[src/rtl/ipif_regs_pkg.sv]
// Shared types and helpers for the IPIF register file: handshake state
// encoding, bank decode tags and a minimum-one ceil-log2.
package ipif_regs_pkg;

    typedef enum logic [1:0] {
        ST_IDLE = 2'd0,
        ST_ACK  = 2'd1,
        ST_WAIT = 2'd2
    } state_t;

    typedef enum logic [2:0] {
        BANK_WO  = 3'd0,
        BANK_RW  = 3'd1,
        BANK_W1C = 3'd2,
        BANK_RO  = 3'd3,
        BANK_BAD = 3'd4
    } bank_t;

    // Index fields are never narrower than one bit, even for a single register.
    function automatic int clog2_min1(input int n);
        int r;
        r = 0;
        while ((1 << r) < n) r++;
        return (r < 1) ? 1 : r;
    endfunction

endpackage

[src/rtl/ipif_regs_ext_if.sv]
// IPIF bus bundle between axi_lite_ipif (master) and the register file (slave).
interface ipif_regs_ext_if #(
    parameter int DW = 32,
    parameter int AW = 32
);
    logic [AW-1:0]   Bus2IP_Addr;
    logic            Bus2IP_CS;
    logic            Bus2IP_RNW;
    logic [DW-1:0]   Bus2IP_Data;
    logic [DW/8-1:0] Bus2IP_BE;
    logic [DW-1:0]   IP2Bus_Data;
    logic            IP2Bus_RdAck;
    logic            IP2Bus_WrAck;
    logic            IP2Bus_Error;

    modport master (
        output Bus2IP_Addr, Bus2IP_CS, Bus2IP_RNW, Bus2IP_Data, Bus2IP_BE,
        input  IP2Bus_Data, IP2Bus_RdAck, IP2Bus_WrAck, IP2Bus_Error
    );

    modport slave (
        input  Bus2IP_Addr, Bus2IP_CS, Bus2IP_RNW, Bus2IP_Data, Bus2IP_BE,
        output IP2Bus_Data, IP2Bus_RdAck, IP2Bus_WrAck, IP2Bus_Error
    );
endinterface

[src/rtl/ipif_be_merge.sv]
// Byte-enable merge of a write into an existing register value; in w1c_mode
// the enabled bytes clear the bits written as 1 instead of replacing them.
module ipif_be_merge #(
    parameter int DW = 32
) (
    input  logic [DW-1:0]   old_val,
    input  logic [DW-1:0]   new_val,
    input  logic [DW/8-1:0] be,
    input  logic            w1c_mode,
    output logic [DW-1:0]   merged
);
    for (genvar gi = 0; gi < DW/8; gi++) begin : g_byte
        assign merged[8*gi +: 8] = !be[gi]  ? old_val[8*gi +: 8] :
                                   w1c_mode ? (old_val[8*gi +: 8] & ~new_val[8*gi +: 8]) :
                                              new_val[8*gi +: 8];
    end
endmodule

[src/rtl/ipif_regs_ext.sv]
// IPIF register file with WO, RW, W1C and RO banks at consecutive word
// addresses; one ack (with optional error) per CS assertion.
module ipif_regs_ext
    import ipif_regs_pkg::*;
#(
    parameter int C_S_AXI_DATA_WIDTH = 32,
    parameter int C_S_AXI_ADDR_WIDTH = 32,
    parameter int NUM_WO_REGS        = 0,
    parameter int NUM_RW_REGS        = 0,
    parameter int NUM_W1C_REGS       = 0,
    parameter int NUM_RO_REGS        = 0,
    localparam int DW     = C_S_AXI_DATA_WIDTH,
    localparam int NWO_P  = (NUM_WO_REGS  > 0) ? NUM_WO_REGS  : 1,
    localparam int NRW_P  = (NUM_RW_REGS  > 0) ? NUM_RW_REGS  : 1,
    localparam int NW1C_P = (NUM_W1C_REGS > 0) ? NUM_W1C_REGS : 1,
    localparam int NRO_P  = (NUM_RO_REGS  > 0) ? NUM_RO_REGS  : 1
) (
    input  logic                  Bus2IP_Clk,
    input  logic                  Bus2IP_Reset,
    ipif_regs_ext_if.slave        bus,
    output logic [NWO_P*DW-1:0]   wo_regs,
    input  logic [NWO_P*DW-1:0]   wo_defaults,
    output logic [NWO_P-1:0]      wo_wr_pulse,
    output logic [NRW_P*DW-1:0]   rw_regs,
    input  logic [NRW_P*DW-1:0]   rw_defaults,
    output logic [NRW_P-1:0]      rw_wr_pulse,
    input  logic [NW1C_P*DW-1:0]  w1c_set,
    output logic [NW1C_P*DW-1:0]  w1c_regs,
    input  logic [NRO_P*DW-1:0]   ro_regs,
    output logic [NRO_P-1:0]      ro_rd_pulse
);
    localparam int          TOTAL    = NUM_WO_REGS + NUM_RW_REGS + NUM_W1C_REGS + NUM_RO_REGS;
    localparam int          ADDR_LSB = clog2_min1(DW/8);
    localparam int          IDX_W    = clog2_min1(TOTAL);
    localparam int unsigned RW_BASE  = NUM_WO_REGS;
    localparam int unsigned W1C_BASE = RW_BASE + NUM_RW_REGS;
    localparam int unsigned RO_BASE  = W1C_BASE + NUM_W1C_REGS;
    localparam int unsigned END_IDX  = RO_BASE + NUM_RO_REGS;

    logic            clk;
    logic            rst;
    logic [IDX_W-1:0] idx;
    int unsigned     idx_u;
    int unsigned     off;
    bank_t           bank;
    logic            access_err;
    logic            access;
    logic            wr_ok;
    logic            rd_ok;
    logic [DW-1:0]   rd_val;

    state_t          state_reg, state_next;
    logic            rd_ack_reg, rd_ack_next;
    logic            wr_ack_reg, wr_ack_next;
    logic            err_reg, err_next;
    logic [DW-1:0]   data_reg, data_next;

    // Upper address bits and banks that may be empty are folded here on purpose.
    logic            unused_inputs;

    assign clk = Bus2IP_Clk;
    assign rst = Bus2IP_Reset;
    assign idx = bus.Bus2IP_Addr[ADDR_LSB +: IDX_W];
    assign unused_inputs = ^{bus.Bus2IP_Addr, bus.Bus2IP_Data, bus.Bus2IP_BE,
                             wo_defaults, rw_defaults, w1c_set, ro_regs};

    always_comb begin
        idx_u = {{(32-IDX_W){1'b0}}, idx};
        bank  = BANK_BAD;
        off   = 0;
        if (idx_u < RW_BASE) begin
            bank = BANK_WO;
            off  = idx_u;
        end else if (idx_u < W1C_BASE) begin
            bank = BANK_RW;
            off  = idx_u - RW_BASE;
        end else if (idx_u < RO_BASE) begin
            bank = BANK_W1C;
            off  = idx_u - W1C_BASE;
        end else if (idx_u < END_IDX) begin
            bank = BANK_RO;
            off  = idx_u - RO_BASE;
        end
    end

    assign access_err = (bank == BANK_BAD)
                     || ( bus.Bus2IP_RNW && (bank == BANK_WO))
                     || (!bus.Bus2IP_RNW && (bank == BANK_RO));
    assign access = (state_reg == ST_IDLE) && bus.Bus2IP_CS;
    assign wr_ok  = access && !bus.Bus2IP_RNW && !access_err;
    assign rd_ok  = access &&  bus.Bus2IP_RNW && !access_err;

    always_comb begin
        rd_val = '0;
        for (int i = 0; i < NUM_RW_REGS; i++)
            if ((bank == BANK_RW) && (off == i)) rd_val = rw_regs[DW*i +: DW];
        for (int i = 0; i < NUM_W1C_REGS; i++)
            if ((bank == BANK_W1C) && (off == i)) rd_val = w1c_regs[DW*i +: DW];
        for (int i = 0; i < NUM_RO_REGS; i++)
            if ((bank == BANK_RO) && (off == i)) rd_val = ro_regs[DW*i +: DW];
    end

    // Handshake FSM: access happens on the IDLE->ACK edge, ack lives only in ACK.
    always_ff @(posedge clk or posedge rst) begin
        if (rst) begin
            state_reg  <= ST_IDLE;
            rd_ack_reg <= 1'b0;
            wr_ack_reg <= 1'b0;
            err_reg    <= 1'b0;
            data_reg   <= '0;
        end else begin
            state_reg  <= state_next;
            rd_ack_reg <= rd_ack_next;
            wr_ack_reg <= wr_ack_next;
            err_reg    <= err_next;
            data_reg   <= data_next;
        end
    end

    always_comb begin
        state_next  = state_reg;
        rd_ack_next = 1'b0;
        wr_ack_next = 1'b0;
        err_next    = 1'b0;
        data_next   = '0;
        case (state_reg)
            ST_IDLE: begin
                if (bus.Bus2IP_CS) begin
                    state_next  = ST_ACK;
                    rd_ack_next = bus.Bus2IP_RNW;
                    wr_ack_next = !bus.Bus2IP_RNW;
                    err_next    = access_err;
                    data_next   = rd_ok ? rd_val : '0;
                end
            end
            ST_ACK:  state_next = ST_WAIT;
            ST_WAIT: if (!bus.Bus2IP_CS) state_next = ST_IDLE;
            default: state_next = ST_IDLE;
        endcase
    end

    assign bus.IP2Bus_RdAck = rd_ack_reg;
    assign bus.IP2Bus_WrAck = wr_ack_reg;
    assign bus.IP2Bus_Error = err_reg;
    assign bus.IP2Bus_Data  = data_reg;

    if (NUM_WO_REGS > 0) begin : g_wo
        for (genvar gi = 0; gi < NUM_WO_REGS; gi++) begin : g_reg
            logic [DW-1:0] q_reg;
            logic [DW-1:0] merged;
            logic          pulse_reg;
            logic          hit;
            assign hit = wr_ok && (bank == BANK_WO) && (off == gi);
            ipif_be_merge #(.DW(DW)) u_merge (
                .old_val (q_reg),
                .new_val (bus.Bus2IP_Data),
                .be      (bus.Bus2IP_BE),
                .w1c_mode(1'b0),
                .merged  (merged)
            );
            always_ff @(posedge clk or posedge rst) begin
                if (rst) begin
                    q_reg     <= wo_defaults[DW*gi +: DW];
                    pulse_reg <= 1'b0;
                end else begin
                    if (hit) q_reg <= merged;
                    pulse_reg <= hit;
                end
            end
            assign wo_regs[DW*gi +: DW] = q_reg;
            assign wo_wr_pulse[gi]      = pulse_reg;
        end
    end else begin : g_no_wo
        assign wo_regs     = '0;
        assign wo_wr_pulse = '0;
    end

    if (NUM_RW_REGS > 0) begin : g_rw
        for (genvar gi = 0; gi < NUM_RW_REGS; gi++) begin : g_reg
            logic [DW-1:0] q_reg;
            logic [DW-1:0] merged;
            logic          pulse_reg;
            logic          hit;
            assign hit = wr_ok && (bank == BANK_RW) && (off == gi);
            ipif_be_merge #(.DW(DW)) u_merge (
                .old_val (q_reg),
                .new_val (bus.Bus2IP_Data),
                .be      (bus.Bus2IP_BE),
                .w1c_mode(1'b0),
                .merged  (merged)
            );
            always_ff @(posedge clk or posedge rst) begin
                if (rst) begin
                    q_reg     <= rw_defaults[DW*gi +: DW];
                    pulse_reg <= 1'b0;
                end else begin
                    if (hit) q_reg <= merged;
                    pulse_reg <= hit;
                end
            end
            assign rw_regs[DW*gi +: DW] = q_reg;
            assign rw_wr_pulse[gi]      = pulse_reg;
        end
    end else begin : g_no_rw
        assign rw_regs     = '0;
        assign rw_wr_pulse = '0;
    end

    if (NUM_W1C_REGS > 0) begin : g_w1c
        for (genvar gi = 0; gi < NUM_W1C_REGS; gi++) begin : g_reg
            logic [DW-1:0] q_reg;
            logic [DW-1:0] merged;
            logic          hit;
            assign hit = wr_ok && (bank == BANK_W1C) && (off == gi);
            ipif_be_merge #(.DW(DW)) u_merge (
                .old_val (q_reg),
                .new_val (bus.Bus2IP_Data),
                .be      (bus.Bus2IP_BE),
                .w1c_mode(1'b1),
                .merged  (merged)
            );
            // OR-ing the set vector after the clear lets hardware events win a race with software.
            always_ff @(posedge clk or posedge rst) begin
                if (rst) q_reg <= '0;
                else     q_reg <= (hit ? merged : q_reg) | w1c_set[DW*gi +: DW];
            end
            assign w1c_regs[DW*gi +: DW] = q_reg;
        end
    end else begin : g_no_w1c
        assign w1c_regs = '0;
    end

    if (NUM_RO_REGS > 0) begin : g_ro
        for (genvar gi = 0; gi < NUM_RO_REGS; gi++) begin : g_reg
            logic pulse_reg;
            always_ff @(posedge clk or posedge rst) begin
                if (rst) pulse_reg <= 1'b0;
                else     pulse_reg <= rd_ok && (bank == BANK_RO) && (off == gi);
            end
            assign ro_rd_pulse[gi] = pulse_reg;
        end
    end else begin : g_no_ro
        assign ro_rd_pulse = '0;
    end

endmodule

[src/flat_wrapper.sv]
// flat-port wrapper written by rule: the top's interface ports become plain ports
module ipif_regs_ext_flat import ipif_regs_pkg::*;
#(
    parameter int C_S_AXI_DATA_WIDTH = 32,
    parameter int C_S_AXI_ADDR_WIDTH = 32,
    parameter int NUM_WO_REGS        = 0,
    parameter int NUM_RW_REGS        = 0,
    parameter int NUM_W1C_REGS       = 0,
    parameter int NUM_RO_REGS        = 0,
    localparam int DW     = C_S_AXI_DATA_WIDTH,
    localparam int NWO_P  = (NUM_WO_REGS  > 0) ? NUM_WO_REGS  : 1,
    localparam int NRW_P  = (NUM_RW_REGS  > 0) ? NUM_RW_REGS  : 1,
    localparam int NW1C_P = (NUM_W1C_REGS > 0) ? NUM_W1C_REGS : 1,
    localparam int NRO_P  = (NUM_RO_REGS  > 0) ? NUM_RO_REGS  : 1
)
  (Bus2IP_Clk, Bus2IP_Reset, wo_regs, wo_defaults, wo_wr_pulse, rw_regs, rw_defaults, rw_wr_pulse, w1c_set, w1c_regs, ro_regs, ro_rd_pulse, bus_Bus2IP_Addr, bus_Bus2IP_CS, bus_Bus2IP_RNW, bus_Bus2IP_Data, bus_Bus2IP_BE, bus_IP2Bus_Data, bus_IP2Bus_RdAck, bus_IP2Bus_WrAck, bus_IP2Bus_Error);
  ipif_regs_ext_if #(.DW(32), .AW(32)) bus_i ();
  input  logic Bus2IP_Clk;
  input  logic Bus2IP_Reset;
  output logic [NWO_P*DW-1:0] wo_regs;
  input  logic [NWO_P*DW-1:0] wo_defaults;
  output logic [NWO_P-1:0] wo_wr_pulse;
  output logic [NRW_P*DW-1:0] rw_regs;
  input  logic [NRW_P*DW-1:0] rw_defaults;
  output logic [NRW_P-1:0] rw_wr_pulse;
  input  logic [NW1C_P*DW-1:0] w1c_set;
  output logic [NW1C_P*DW-1:0] w1c_regs;
  input  logic [NRO_P*DW-1:0] ro_regs;
  output logic [NRO_P-1:0] ro_rd_pulse;
  input wire logic [$bits(bus_i.Bus2IP_Addr)-1:0] bus_Bus2IP_Addr;
  input wire logic [$bits(bus_i.Bus2IP_CS)-1:0] bus_Bus2IP_CS;
  input wire logic [$bits(bus_i.Bus2IP_RNW)-1:0] bus_Bus2IP_RNW;
  input wire logic [$bits(bus_i.Bus2IP_Data)-1:0] bus_Bus2IP_Data;
  input wire logic [$bits(bus_i.Bus2IP_BE)-1:0] bus_Bus2IP_BE;
  output wire logic [$bits(bus_i.IP2Bus_Data)-1:0] bus_IP2Bus_Data;
  output wire logic [$bits(bus_i.IP2Bus_RdAck)-1:0] bus_IP2Bus_RdAck;
  output wire logic [$bits(bus_i.IP2Bus_WrAck)-1:0] bus_IP2Bus_WrAck;
  output wire logic [$bits(bus_i.IP2Bus_Error)-1:0] bus_IP2Bus_Error;
  assign bus_i.Bus2IP_Addr = bus_Bus2IP_Addr;
  assign bus_i.Bus2IP_CS = bus_Bus2IP_CS;
  assign bus_i.Bus2IP_RNW = bus_Bus2IP_RNW;
  assign bus_i.Bus2IP_Data = bus_Bus2IP_Data;
  assign bus_i.Bus2IP_BE = bus_Bus2IP_BE;
  assign bus_IP2Bus_Data = bus_i.IP2Bus_Data;
  assign bus_IP2Bus_RdAck = bus_i.IP2Bus_RdAck;
  assign bus_IP2Bus_WrAck = bus_i.IP2Bus_WrAck;
  assign bus_IP2Bus_Error = bus_i.IP2Bus_Error;
  ipif_regs_ext #(.C_S_AXI_DATA_WIDTH(C_S_AXI_DATA_WIDTH), .C_S_AXI_ADDR_WIDTH(C_S_AXI_ADDR_WIDTH), .NUM_WO_REGS(NUM_WO_REGS), .NUM_RW_REGS(NUM_RW_REGS), .NUM_W1C_REGS(NUM_W1C_REGS), .NUM_RO_REGS(NUM_RO_REGS)) u_core (.Bus2IP_Clk(Bus2IP_Clk), .Bus2IP_Reset(Bus2IP_Reset), .bus(bus_i), .wo_regs(wo_regs), .wo_defaults(wo_defaults), .wo_wr_pulse(wo_wr_pulse), .rw_regs(rw_regs), .rw_defaults(rw_defaults), .rw_wr_pulse(rw_wr_pulse), .w1c_set(w1c_set), .w1c_regs(w1c_regs), .ro_regs(ro_regs), .ro_rd_pulse(ro_rd_pulse));
endmodule
[config.mk]
export PLATFORM = sky130hd
export DESIGN_NAME = ipif_regs_ext_flat
export DESIGN_NICKNAME = d
export VERILOG_FILES = /design/src/rtl/ipif_regs_pkg.sv /design/src/rtl/ipif_regs_ext_if.sv /design/src/rtl/ipif_be_merge.sv /design/src/rtl/ipif_regs_ext.sv /design/src/flat_wrapper.sv
export SDC_FILE = /design/constraint.sdc
export NUM_CORES = 1
export LEC_CHECK = 0
export ABC_AREA = 1
export BUFFER_PORTS_ARGS = -buffer_cell sky130_fd_sc_hd__buf_2
export CORE_AREA = 4 4 127 129
export CTS_BUF_LIST = sky130_fd_sc_hd__clkbuf_4 sky130_fd_sc_hd__clkbuf_8
export DETAILED_ROUTE_END_ITERATION = 7
export DIE_AREA = 0 0 131 133
export HOLD_SLACK_MARGIN = 0.02
export PLACE_DENSITY_LB_ADDON = 0.3
export SYNTH_ARGS = -nofsm -noshare
export SYNTH_HDL_FRONTEND = slang
export SYNTH_SLANG_ARGS = --single-unit
export TNS_END_PERCENT = 20
[constraint.sdc]
create_clock -name Bus2IP_Clk -period 0.8 [get_ports Bus2IP_Clk]
set_input_delay 0.16 -clock Bus2IP_Clk [delete_from_list [all_inputs] [get_ports Bus2IP_Clk]]
set_output_delay 0.16 -clock Bus2IP_Clk [all_outputs]
set_load 0.005 [all_outputs]
* Word-level counts from Yosys, hierarchy flattened
Index checks and enable logic that the tools add are counted.
** Storage, ports and cells
- Register bits :: 5
- Input bits :: 200
- Output and inout bits :: 134
- Word-level logic and storage cells :: 20
** Operators by class
- Eq/ne operators :: 4
- Mux-type cells :: 9
- Reductions and logical operators :: 3
** Operators by type and width (count)
- 2-to-1 mux 1 bit :: 6
- one-hot mux 2 bit (3 select lines) :: 1
- 2-to-1 mux 2 bit :: 2
- inequality test 2 bit (second input constant) :: 2
- == test 2 x 1 -> 1 bit (second input constant) :: 1
- == test 2 bit (second input constant) :: 1
- logical NOT 2 bit :: 1
- AND reduction 2 bit :: 1
- logical NOT 1 bit :: 1

* Logic depth before layout (Yosys ltp)
- Word-level depth :: 3
- Depth in mapped cells :: 3
- Depth with buffers taken out :: 3

* Worst setup path before layout
Ideal clock, no wire load.
- Path type :: flip-flop to flip-flop
- Start :: register u_core.state_reg[1]
- End :: register u_core.wr_ack_reg (netlist: u_core.bus.IP2Bus_WrAck)
- Setup time :: 0.071 ns
- Arrival time :: 0.560 ns
- Required time :: 0.729 ns
- Path slack :: 0.168 ns
- Cell stages (with the launch flop) :: 4
- Buffers on the path :: 0
- Period minus slack after synthesis :: 0.632 ns
- Cell sequence :: dfrtp_1 > inv_2 > nand2_1 > nor2_1
** Between the ends
- Cells in the longest elaborated chain, start to end :: 2
** RTL lines
- start: declaration :: line ipif_regs_ext.sv:52 : state_t state_reg, state_next;
- start signal: assignment :: line ipif_regs_ext.sv:112 : state_reg <= state_next;
- logical NOT 2 bit :: line ipif_regs_ext.sv:126 : case (state_reg)
- 2-to-1 mux 1 bit :: line ipif_regs_ext.sv:126
- net u_core.wr_ack_next :: line ipif_regs_ext.sv:54 : logic wr_ack_reg, wr_ack_next;
- end signal: assignment :: line ipif_regs_ext.sv:114 : wr_ack_reg <= wr_ack_next;
- end: declaration :: line ipif_regs_ext.sv:54
The timed path passes the listed nets, and every way through them passes these cells.
A chain may end at the register's enable or synchronous reset.

* Worst setup path after layout
- Start :: register u_core.wr_ack_reg (netlist: u_core.bus.IP2Bus_WrAck)
- End :: output port bus_IP2Bus_WrAck
** RTL lines
- end: declaration :: line flat_wrapper.sv:37 : output wire logic [$bits(bus_i.IP2Bus_WrAck)-1:0] bus_IP2Bus_WrAck;
No word-level cell between the ends.

==> results.rst <==
.. list-table::
   :header-rows: 1

   * - Metric
     - Value
   * - Detailed-route via count
     - 496
   * - Clock buffers created by TritonCTS
     - 3
   * - Cell area power density
     - 1160 mW/mm^2
   * - Maximum fanout along the worst path
     - 1
   * - Setup slack of the critical path after layout
     - -0.0548 ns
   * - Total non-filler cell area in the finished layout
     - 996 um^2
   * - Warnings from Yosys
     - 0
   * - Die Area
     - 0.0174 mm^2
   * - Maximum single-stage delay on the critical path
     - 0.35 ns
   * - Setup violations, final
     - 3
   * - Most common cell after layout, fill and taps aside
     - conb_1
   * - Final ANT Viol Nets
     - 0
   * - Non-filler instance count after layout
     - 350
   * - Routability Congestion
     - 0.564
   * - Wire per inst
     - 3.46 um
   * - Mean cell area of the mapped netlist
     - 7.70 um^2
   * - DP Cell Count
     - 345
   * - Sink Count
     - 5
   * - Height of the die
     - 133 um
   * - Final core utilization
     - 0.0663
   * - Post-CTS setup buffer count
     - 0
   * - Half-perimeter wire length of the detailed placement result
     - 1110 um
   * - CTS tree
     - done
   * - Sequential area share after synthesis
     - 0.107
   * - Commonest cells after routing, fill and taps aside
     - conb_1, nand2_1, buf_2
   * - Buffers on Ports
     - 6
   * - Clock-pin slew on the worst setup and hold paths
     - 0.04 ns
   * - First DRT Iteration DRCs
     - 3
   * - Number of hold violations in the final report
     - 0
   * - WP data arrival
     - 0.69 ns
   * - X dimension of the die
     - 131 um
   * - Worst skew pair latency
     - 0.22 ns
   * - Global-route total usage across every layer
     - 0.00784
   * - Data required time at the worst endpoint
     - 0.64 ns
   * - Maximum level of the CTS H-tree
     - 1
   * - Share of cells above drive strength 1
     - 0.0679
   * - GRT overflow
     - 0
   * - Reg-to-reg slack, setup
     - 0.09 ns
   * - Number of nets at the end of the flow
     - 363
   * - Slowest stage cell, crit path
     - dfrtp_1
   * - Max IR drop VDD
     - 0.576 mV
   * - CTS root buffer
     - clkbuf_8
   * - Post-route DRC
     - 0
   * - Number of global-route vias before repair
     - 296
   * - Static leakage
     - 0.591 nW
   * - End of the worst register-to-register path
     - u_core.bus.IP2Bus_WrAck
   * - Number of I/O pins
     - 334
   * - R2R depth
     - 3
   * - Instance area after placement
     - 940 um^2
   * - Yosys cell types
     - 8
   * - Worst setup skew after layout
     - 0.00509 ns
   * - Std-Cell Core Area
     - 0.0150 mm^2
   * - Area growth from synthesis to layout
     - -14.9%
   * - Hold Path Depth
     - 3
   * - # diodes
     - 0
   * - Hold Crit Endpoint
     - u_core.bus.IP2Bus_RdAck
   * - 1st-pass router iterations
     - 2
   * - Routed via count divided by cell count
     - 1.42
   * - Wire length of the first global-routing pass
     - 1160 um
   * - Number of buffers and inverters on the critical path
     - 1
   * - Max reg flops
     - 2
   * - Effective utilization at floorplan
     - 0.0778
   * - Number of instances in the synthesized netlist
     - 152
   * - RSZ-0062 raised after global routing
     - true
   * - Number of flip-flops and latches in the synthesized netlist
     - 5
   * - Final max-slew violation count
     - 0
   * - Longest Clk Path Bufs
     - 2
   * - Worst Min Path Start
     - bus_Bus2IP_RNW
   * - Wire length reported by the detailed router
     - 1210 um
   * - R2r startpoint
     - u_core.state_reg[0]
   * - Violated checks
     - setup timing
   * - Endpoint class of the critical path
     - output pin
   * - Delay-heaviest family, CP
     - flip-flops
   * - Highest attainable clock frequency
     - 1170 MHz
   * - Max-cap violations
     - 0
   * - Initial antenna violation count
     - 0
   * - Critical path class
     - reg2out
   * - Minimum clock period after layout
     - 0.855 ns
   * - Number of placement rows
     - 45
   * - Result of the run
     - finished with violations
   * - Maximum number of pins on one net before global-route repair
     - 6
   * - Kind of start point of the critical path
     - flip-flop
   * - Final cycle utilization of the critical path
     - 1.07
   * - Class of the most critical hold timing path
     - in2reg
   * - Post-synth design cell area
     - 0.00117 mm^2
   * - Critical-path cell list
     - buf_2
==> layout make-up <==
class / count / area [um^2]
fill: 1756 / 14000
multi-input combinational: 142 / 534
tap: 188 / 235
sequential: 5 / 125
clock buffer: 3 / 41.3
timing repair buffer: 7 / 40.0
inverter: 4 / 15.0
clock inverter: 1 / 5.00
==> power breakdown <==
part	total (W)	switching, W	internal [W]	leakage [nW]
logic	0.000319	0.000248	0.0000711	0.500
registers	0.000375	0.0000451	0.000329	0.0652
clock network	0.000465	0.000130	0.000335	0.0255
==> metrics by stage <==
step / setup TNS [ns] / total power (W) / setup WS, ns / hold WS [ns]
6_report: -0.146 / 0.00116 / -0.0548 / 0.173
5_1_grt: -0.233 / 0.00127 / -0.0909 / 0.175
3_3_place_gp: 0 / 0.000680 / 0.0775 / 0.0716
2_1_floorplan: 0 / 0.00107 / 0.168 / -0.0615
3_5_place_dp: 0 / 0.000674 / 0.100 / 0.0703
4_1_cts: -0.162 / 0.00115 / -0.0574 / 0.170
==> timing repair <==
action,CTS,global route
gates cloned,0,0
gates resized for setup,0,0
hold buffers,1,0
pin swaps,0,0
endpoints found under the hold margin,5,0
endpoints found under the setup margin,3,3
==> how the worst max path moves through the flow <==
stage,startpoint,to,depth (start not counted)
3_5_place_dp,u_core.state_reg[0],u_core.bus.IP2Bus_WrAck,3
5_1_grt,u_core.bus.IP2Bus_WrAck,bus_IP2Bus_WrAck,1
4_1_cts,u_core.bus.IP2Bus_WrAck,bus_IP2Bus_WrAck,1
2_1_floorplan,u_core.state_reg[1],u_core.bus.IP2Bus_WrAck,3
3_3_place_gp,u_core.state_reg[1],u_core.bus.IP2Bus_WrAck,3
6_report,u_core.bus.IP2Bus_WrAck,bus_IP2Bus_WrAck,1
==> layer usage <==
metal	vias up	track usage	wire length (um)
li1	209	-	-
met3	0	0.00525	439
met1	192	0.00967	314
met4	0	0.00171	0
met2	95	0.0113	457
met5	-	0	0
==> Yosys cell counts <==
| master | instances | area share |
|---|---|---|
| inv_2 | 1 | 0.0032 |
| nand2_1 | 6 | 0.019 |
| nand3_1 | 1 | 0.0043 |
| inv_1 | 3 | 0.0096 |
| conb_1 | 1 | 0.0032 |
| dfrtp_1 | 5 | 0.11 |
| buf_4 | 131 | 0.84 |
| nor2_1 | 4 | 0.013 |
==> kinds of logic after synthesis <==
group,count (synthesis),synth area share
AND/OR/NAND/NOR,11,0.0364
other,1,0.00321
flip-flops,5,0.107
buffers and inverters,135,0.853
No activity file was read; power rests on OpenSTA's default activity.
